--- config.mk ---
export PLATFORM = sky130hd
export DESIGN_NAME = obstacle_spawner
export DESIGN_NICKNAME = d
export VERILOG_FILES = /design/src/rtl/obstacle_spawner_pkg.sv /design/src/rtl/spawn_lfsr.sv /design/src/rtl/obstacle_spawner.sv
export SDC_FILE = /design/constraint.sdc
export NUM_CORES = 1
export LEC_CHECK = 0
export CAP_MARGIN = 40
export CORE_MARGIN = 5
export CORE_UTILIZATION = 66
export CTS_CLUSTER_DIAMETER = 120
export DETAILED_ROUTE_END_ITERATION = 8
export PLACE_DENSITY = 0.86
export SETUP_SLACK_MARGIN = 0.1
export SYNTH_ARGS = -nofsm -noshare
export SYNTH_HDL_FRONTEND = slang
export SYNTH_SLANG_ARGS = --single-unit
--- constraint.sdc ---
create_clock -name clk -period 5.7 [get_ports clk]
set_clock_uncertainty 0.05 [all_clocks]
set_input_delay 1.425 -clock clk [delete_from_list [all_inputs] [get_ports clk]]
set_output_delay 1.425 -clock clk [all_outputs]
set_load 0.005 [all_outputs]
--- src/rtl/obstacle_spawner_pkg.sv ---
// Shared constants for the obstacle spawner: track geometry, scroll rate and LFSR setup.
package obstacle_spawner_pkg;

  localparam int          NUM_SLOTS_DEF   = 8;
  localparam int          LANE_W_DEF      = 2;
  localparam int          NUM_LANES       = 2 ** LANE_W_DEF;
  localparam int          Y_W_DEF         = 10;
  localparam int          Y_MAX_DEF       = 480;
  localparam int          SCROLL_STEP_DEF = 4;
  localparam logic [15:0] LFSR_MASK       = 16'hB400;
  localparam logic [15:0] LFSR_SEED_DEF   = 16'hACE1;

  // Right-shifting Galois step: feedback taps are applied when the bit shifted out is 1.
  function automatic logic [15:0] lfsr_step(input logic [15:0] cur);
    lfsr_step = {1'b0, cur[15:1]} ^ (cur[0] ? LFSR_MASK : 16'h0000);
  endfunction

endpackage

--- src/rtl/spawn_lfsr.sv ---
// 16-bit Galois LFSR that supplies lane candidates; advances only while enabled.
module spawn_lfsr
  import obstacle_spawner_pkg::*;
#(
  parameter logic [15:0] SEED = LFSR_SEED_DEF
) (
  input  logic        clk,
  input  logic        rst,
  input  logic        en,
  output logic [15:0] q
);

  // LFSR state register
  always_ff @(posedge clk) begin
    if (rst) begin
      q <= SEED;
    end else if (en) begin
      q <= lfsr_step(q);
    end else begin
      q <= q;
    end
  end

endmodule

--- src/rtl/obstacle_spawner.sv ---
// Obstacle slot table: spawns on rising edges of the spawn divider output, scrolls
// live obstacles down the track each frame and retires them past the bottom edge.
module obstacle_spawner
  import obstacle_spawner_pkg::*;
#(
  parameter int          NUM_SLOTS   = NUM_SLOTS_DEF,
  parameter int          LANE_W      = LANE_W_DEF,
  parameter int          Y_W         = Y_W_DEF,
  parameter int          Y_MAX       = Y_MAX_DEF,
  parameter int          SCROLL_STEP = SCROLL_STEP_DEF,
  parameter logic [15:0] LFSR_SEED   = LFSR_SEED_DEF,
  localparam int         IDX_W       = $clog2(NUM_SLOTS)
) (
  input  logic              clk,
  input  logic              rst,
  input  logic              c_e,
  input  logic              spawn_clk,
  input  logic              scroll_tick,
  input  logic [IDX_W-1:0]  rd_idx,
  output logic              rd_valid,
  output logic [LANE_W-1:0] rd_lane,
  output logic [Y_W-1:0]    rd_y,
  output logic [IDX_W:0]    active_count,
  output logic              spawn_pulse,
  output logic              retire_pulse,
  output logic              overflow
);

  logic [NUM_SLOTS-1:0] valid_r, valid_s;
  logic [LANE_W-1:0]    lane_r [NUM_SLOTS];
  logic [LANE_W-1:0]    lane_s [NUM_SLOTS];
  logic [Y_W-1:0]       y_r    [NUM_SLOTS];
  logic [Y_W-1:0]       y_s    [NUM_SLOTS];
  logic [Y_W:0]         ny_s;
  logic [LANE_W-1:0]    last_lane_r, cand_s, pick_s;
  logic [IDX_W-1:0]     free_idx_s;
  logic [IDX_W:0]       count_s;
  logic [15:0]          lfsr_q;
  logic                 spawn_prev_r, spawn_en_s, scroll_en_s, free_found_s, accept_s, any_retire_s;
  logic                 spawn_pulse_r, retire_pulse_r, overflow_r;
  logic                 lfsr_unused_s;

  spawn_lfsr #(.SEED(LFSR_SEED)) u_lfsr (
    .clk (clk),
    .rst (rst),
    .en  (c_e),
    .q   (lfsr_q)
  );

  assign lfsr_unused_s = ^lfsr_q[15:LANE_W];
  assign spawn_en_s    = c_e & spawn_clk & ~spawn_prev_r;
  assign scroll_en_s   = c_e & scroll_tick;
  // Never repeat the previous lane: a colliding candidate is bumped to the next lane.
  assign cand_s        = lfsr_q[LANE_W-1:0];
  assign pick_s        = (cand_s == last_lane_r) ? cand_s + LANE_W'(1) : cand_s;
  assign accept_s      = spawn_en_s & free_found_s;

  // Lowest free slot, live-slot popcount and next-state of every slot
  always_comb begin
    free_found_s = 1'b0;
    free_idx_s   = {IDX_W{1'b0}};
    count_s      = {(IDX_W+1){1'b0}};
    any_retire_s = 1'b0;
    ny_s         = {(Y_W+1){1'b0}};
    for (int i = NUM_SLOTS - 1; i >= 0; i--) begin
      free_idx_s   = valid_r[i] ? free_idx_s : IDX_W'(i);
      free_found_s = free_found_s | ~valid_r[i];
      count_s      = count_s + (IDX_W+1)'(valid_r[i]);
    end
    for (int i = 0; i < NUM_SLOTS; i++) begin
      ny_s = {1'b0, y_r[i]} + (Y_W+1)'(SCROLL_STEP);
      // Only an invalid slot can be the spawn target, so spawn and scroll never collide.
      if (accept_s && (free_idx_s == IDX_W'(i))) begin
        valid_s[i] = 1'b1;
        lane_s[i]  = pick_s;
        y_s[i]     = {Y_W{1'b0}};
      end else if (scroll_en_s && valid_r[i] && (ny_s >= (Y_W+1)'(Y_MAX))) begin
        valid_s[i]   = 1'b0;
        lane_s[i]    = lane_r[i];
        y_s[i]       = {Y_W{1'b0}};
        any_retire_s = 1'b1;
      end else if (scroll_en_s && valid_r[i]) begin
        valid_s[i] = 1'b1;
        lane_s[i]  = lane_r[i];
        y_s[i]     = ny_s[Y_W-1:0];
      end else begin
        valid_s[i] = valid_r[i];
        lane_s[i]  = lane_r[i];
        y_s[i]     = y_r[i];
      end
    end
  end

  // Slot table, edge detector, lane history and status flags
  always_ff @(posedge clk) begin
    if (rst) begin
      valid_r        <= {NUM_SLOTS{1'b0}};
      for (int i = 0; i < NUM_SLOTS; i++) begin
        lane_r[i] <= {LANE_W{1'b0}};
        y_r[i]    <= {Y_W{1'b0}};
      end
      last_lane_r    <= {LANE_W{1'b0}};
      spawn_prev_r   <= 1'b0;
      spawn_pulse_r  <= 1'b0;
      retire_pulse_r <= 1'b0;
      overflow_r     <= 1'b0;
    end else begin
      valid_r        <= valid_s;
      lane_r         <= lane_s;
      y_r            <= y_s;
      last_lane_r    <= accept_s ? pick_s : last_lane_r;
      spawn_prev_r   <= spawn_clk;
      spawn_pulse_r  <= accept_s;
      retire_pulse_r <= scroll_en_s & any_retire_s;
      overflow_r     <= overflow_r | (spawn_en_s & ~free_found_s);
    end
  end

  assign rd_valid     = valid_r[rd_idx];
  assign rd_lane      = rd_valid ? lane_r[rd_idx] : {LANE_W{1'b0}};
  assign rd_y         = rd_valid ? y_r[rd_idx] : {Y_W{1'b0}};
  assign active_count = count_s;
  assign spawn_pulse  = spawn_pulse_r;
  assign retire_pulse = retire_pulse_r;
  assign overflow     = overflow_r;

endmodule

; ---- Word-level counts from Yosys, hierarchy flattened
; Cells that the tools add are included.
; Widths: inputs -> output; s select.
[totals]
reg_bits = 126
inputBits = 8
output_inout_bits = 20
wordCells = 191
[classes]
addsub = 16
magnitude_cmp = 10
n_eq_ne = 8
n_mux = 60
bitwise_logic = 26
n_reduce_logical = 41
[ops]
columns = cell, count
row1 = $add 10x3->11 const B, 8
row2 = $ge 11x9->1 const B, 8
row3 = $mux 1, 41
row4 = $bmux 10 s3, 1
row5 = $mux 10, 3
row6 = $logic_and 1x1->1, 24
row7 = $mux 3, 8
row8 = $reduce_bool 3->1, 8
row9 = $reduce_or 3->1, 8
row10 = $add 4x1->4, 4
row11 = $mux 16, 1
row12 = $xor 15x16->16, 1
row13 = $eq 3x3->1 const B, 4
row14 = $not 1->1, 10
row15 = $mux 2, 4
row16 = $or 1x1->1, 8
row17 = $and 1x1->1, 6
row18 = $bmux 2 s3, 1
row19 = $eq 3x2->1 const B, 2
row20 = $add 3x1->4, 1
row21 = $ge 4x4->1 const B, 1
row22 = $lt 3x4->1 const B, 1
row23 = $not 3->4, 1
row24 = $add 2x1->3, 1
row25 = 6 further kinds, 6

; ---- Longest topological paths before layout
[logic_depth]
ltp_word = 26
depth_mapped = 9
mapped_depth_nobuf = 9

; ---- Cells and area by module
; Synthesis repeated with hierarchy kept, for this count alone.
[hier_totals]
cells_unflattened = 719
hier_area_um2 = 6406.1
[modules_own_cells]
columns = mod, n_inst, cells_each, area_per_inst_um2, seq_area_each_um2
row1 = obstacle_spawner, 1, 663, 5776.8, 1881.8
row2 = spawn_lfsr, 1, 56, 629.4, 320.3

; ---- Worst setup path before layout
; Ideal clock, no wire load.
[synth_timing]
path_type = input -> output
from = input port rd_idx[0]
to = output port rd_y[9]
t_arrival_ns = 2.691
t_required_ns = 4.225
path_slack_ns = 1.534
cell_stages = 4
n_path_buf = 1
path_cell_list = buf_1 -> mux4_2 -> mux2i_1 -> nor2_1
[synth_via]
elab_chain_len = 5
elab_cells_between_ends = 7
[synth_lines]
columns = element, line_no
row1 = start: declaration, obstacle_spawner.sv:19  ; input logic [IDX_W-1:0] rd_idx,
row2 = $not 3->4 (implied by the code), obstacle_spawner.sv:121  ; assign rd_y = rd_valid ? y_r[rd_idx] : {Y_W{1'b0}};
row3 = $bmux 10 s3, obstacle_spawner.sv:121
row4 = $mux 10 (implied by the code) (2 in series), obstacle_spawner.sv:121
row5 = $mux 10 *, obstacle_spawner.sv:121
row6 = end: declaration, obstacle_spawner.sv:22  ; output logic [Y_W-1:0] rd_y,
; Mark *: on every way between the ends. The rest lies on a longest branch, timed or not. The select of a mux whose other input is x is not followed.

; ---- Worst setup path in the final report
[layout_timing]
from = register valid_r[0]
to = output port active_count[2]
[layout_via]
elab_chain_len = 1
[layout_lines]
columns = element, line_no
row1 = start: declaration, obstacle_spawner.sv:29  ; logic [NUM_SLOTS-1:0] valid_r, valid_s;
row2 = start signal: assignment, obstacle_spawner.sv:97  ; valid_r <= {NUM_SLOTS{1'b0}};
row3 = start signal: assignment, obstacle_spawner.sv:108  ; valid_r <= valid_s;
row4 = $add 4x1->4, obstacle_spawner.sv:68  ; count_s = count_s + (IDX_W+1)'(valid_r[i]);
row5 = end: declaration, obstacle_spawner.sv:23  ; output logic [IDX_W:0] active_count,
; No other way between the ends.

==> out/results.ini <==
[route]
vias = 5445
drt-total-wl_mm = 14.8
drtIter0Drc = 439
first_pass_iters = 6
avgRoutedWirePerCell_um = 16.8
drc = 0
ant_nets = 0
viasPerCell = 6.19

[final_layout]
final_core_util = 0.725
diodes = 0
syn2layout_area_growth_pct = 8.22
final_nets = 771
drive_gt1_frac = 0.0870

[sta]
hold_viol = 0
rsz0062_at_grt = no
tightestPinTransition_ps = 882
fmax_ghz = 0.188
setup_violations = 0
period_share = 0.933
slew_violations = 0
slew-limit-headroom = 0.409
min_period_ps = 5320
fin_setup_tns_ps = 0

[pwr]
cellPowerDensity_nw_per_um2 = 201
power_leakage_nw = 2.51
p_int_mw = 1.07
p_sw_mw = 0.336
swShare = 0.239
p_total_mw = 1.41
p_clk_frac = 0.380
seqPwrFrac = 0.560
vdd_drop_max_mv = 0.239
pwr-share-comb = 0.059

[yosys]
syn_area_um2 = 6460
synth_top_area_frac = 0.341
yosys.area.top_type = dfxtp_1
postSynthAreaPerCell_um2 = 8.74
synth_fa_ha_area_frac = 0.0453
synth_compound_area_frac = 0.113
synth_edf_count = 0
synth_cell_types = 70
yosysMostFrequentCell = dfxtp_1
ys_top_cells_by_count = 110 x dfxtp_1, 104 x nor2_1, 67 x nand2_1, 40 x mux2i_1, 30 x a21oi_1
ys_seq_area_frac = 0.341
synthCells = 739
synth_mux_area_frac = 0.148
synthFlopType = dfxtp_1
synthTopCellsByArea = dfxtp_1 34%, mux4_2 7.3%, mux2i_1 6.2%
synth_simple_gate_area_frac = 0.235
post_synth_xor_area_fraction = 0.0746
yosysWarnings = 0
synth_async_sr_flop_share = 0
synth_top_family_by_area = simple AND/OR/NAND/NOR gates
ys_seq_elements = 110

[critical_path]
rrSetupSlack_ps = 2980
end_kind = output port
crit_arrival_ps = 3840
r2r-end = y_r[56]$_SDFFE_PP0P_
crit_type = reg -> out
timing.rr.start = y_r[52]$_SDFFE_PP0P_
crit_path_end = active_count[2]
ff2ff_path_depth = 7
required_ps = 4220
crit_fanout = 12
crit_path_start_kind = register
crit_path_start = valid_r[0]$_SDFFE_PP0P_

[place]
routabilityCongestion = 0.954
dp_hpwl_mm = 11.3
numPortBuffers = 25

[global_route]
grt_max_degree = 27
grt_pass1_vias = 5106
overflow = 0
grt_usage = 0.265
grt_pass1_wl_mm = 24.7
antenna_found_initial = 0

[floorplan]
ioPinCount = 28
fp.dieH_um = 109
rows = 36
core_area_um2 = 9640
start_util = 0.670
fp.dieArea_um2 = 11900
dieWidth_um = 109

[outcome]
status = finished clean

[clock_tree]
cts.htree.levels = 3
cts_made_buffers = 9
cts-root-buf = clkbuf_8
cts_sinks = 110
worstSkewPairLatency_ps = 400
cts_resized = 0
hold_buffers = 0
cts_tree = done
cts_setup_buffers = 0
cts_buffer_depth = 2
cts.clk_slew.worst_paths_ps = 100

[hold_path]
min_path_type = reg -> reg

[job]
maxCapViolCount = 0

## power groups by stage
stage                     clock network [mW]  logic, mW  registers (mW)
final                                  0.534     0.0832           0.787
after global routing                   0.575     0.0914           0.789
after CTS                              0.540     0.0833           0.787
after detailed placement                   0     0.0824           0.805
after global placement                     0     0.0791           0.804
after floorplan                            0     0.0636           0.801
## worst max-delay path, cell delays in order, from the launching register on
cell             delay (ps)
dfxtp_1                 620
fa_1                    480
inv_1                    80
fa_1                    420
fa_1                    450
inv_1                    70
ha_1                    180
inv_1                    60
fa_1                    370
xnor2_1                 170
clkdlybuf4s50_1         540
## cell type report
cell class / instances / area, um^2
repair buffers: 32 / 323
fillers: 752 / 2650
multi-input cells: 567 / 3990
flip-flops and latches: 110 / 2200
clock inverters: 7 / 104
well taps: 133 / 166
clock buffers: 9 / 124
inverters: 22 / 82.6
## flip-flops by register name, summed over array words and instances (netlist names)
signal,flops
u_lfsr.q,16
lane_r,16
spawn_prev_r,1
spawn_pulse,1
overflow,1
y_r,64
valid_r,8
retire_pulse,1
last_lane_r,2
## worst min-delay path by stage
stage | slack [ps] | start | cells after the start | endpoint
finish | 440 | u_lfsr.q[6]$_SDFFE_PP1P_ | 2 | u_lfsr.q[5]$_SDFFE_PP1P_
global placement | 400 | u_lfsr.q[15]$_SDFFE_PP1P_ | 2 | u_lfsr.q[15]$_SDFFE_PP1P_
CTS | 440 | u_lfsr.q[6]$_SDFFE_PP1P_ | 2 | u_lfsr.q[5]$_SDFFE_PP1P_
floorplan | 390 | u_lfsr.q[15]$_SDFFE_PP1P_ | 2 | u_lfsr.q[15]$_SDFFE_PP1P_
detailed placement | 420 | u_lfsr.q[5]$_SDFFE_PP1P_ | 2 | u_lfsr.q[5]$_SDFFE_PP1P_
global route | 460 | overflow$_SDFF_PP0_ | 2 | overflow$_SDFF_PP0_
## metrics by stage
step	instances	hold slack, ps	setup WS [ps]	cell area (um^2)
3_5_place_dp	864	418	686	6760
4_1_cts	880	443	378	6990
2_1_floorplan	740	391	1530	6460
5_1_grt	880	464	222	6990
6_report	880	437	384	6990
3_3_place_gp	863	403	698	6740
## kinds of logic after synthesis
group | Yosys count
AO/OA/AOI/OAI | 111
flip-flops | 110
buffers and inverters | 63
multiplexers | 67
adder cells (fa/ha/maj) | 21
AND/OR/NAND/NOR | 311
other | 1
XOR/XNOR | 55
## routing by layer
layer	vias to the layer above	wire, um	global-route usage	share of wire
li1	2614	-	-	-
met1	2568	6390	0.341	0.43
met2	218	6950	0.427	0.47
met3	45	1070	0.0699	0.072
met4	0	415	0.105	0.028
met5	-	0	0	0
## placed cells by master, fill, tap and decap left out, types with 3 or more instances in the layout
cell,Yosys,final
nor4_1,3,3
o21a_1,4,4
clkdlybuf4s50_1,0,25
xnor2_1,29,29
or3_1,9,9
a221oi_1,3,3
nand2_1,67,67
o221ai_1,3,3
nand3_1,21,21
o21bai_1,3,3
inv_1,21,21
a21oi_1,30,30
clkbuf_8,1,9
nand4_1,19,19
and2_1,5,5
xor2_1,26,26
a21boi_0,11,11
a31oi_1,5,5
nand2b_1,11,11
nor2_2,6,6
ha_1,17,17
o21ai_0,23,23
mux2_2,5,5
mux2i_1,40,40
nor3_1,24,24
fa_1,4,4
mux4_2,21,21
nor2b_1,9,9
dfxtp_1,110,110
nor3b_1,3,3
and3b_1,5,5
nor2_1,104,104
inv_8,0,3
buf_4,2,5
and3_1,13,13
Note: power is estimated with default switching activity, not from simulation.
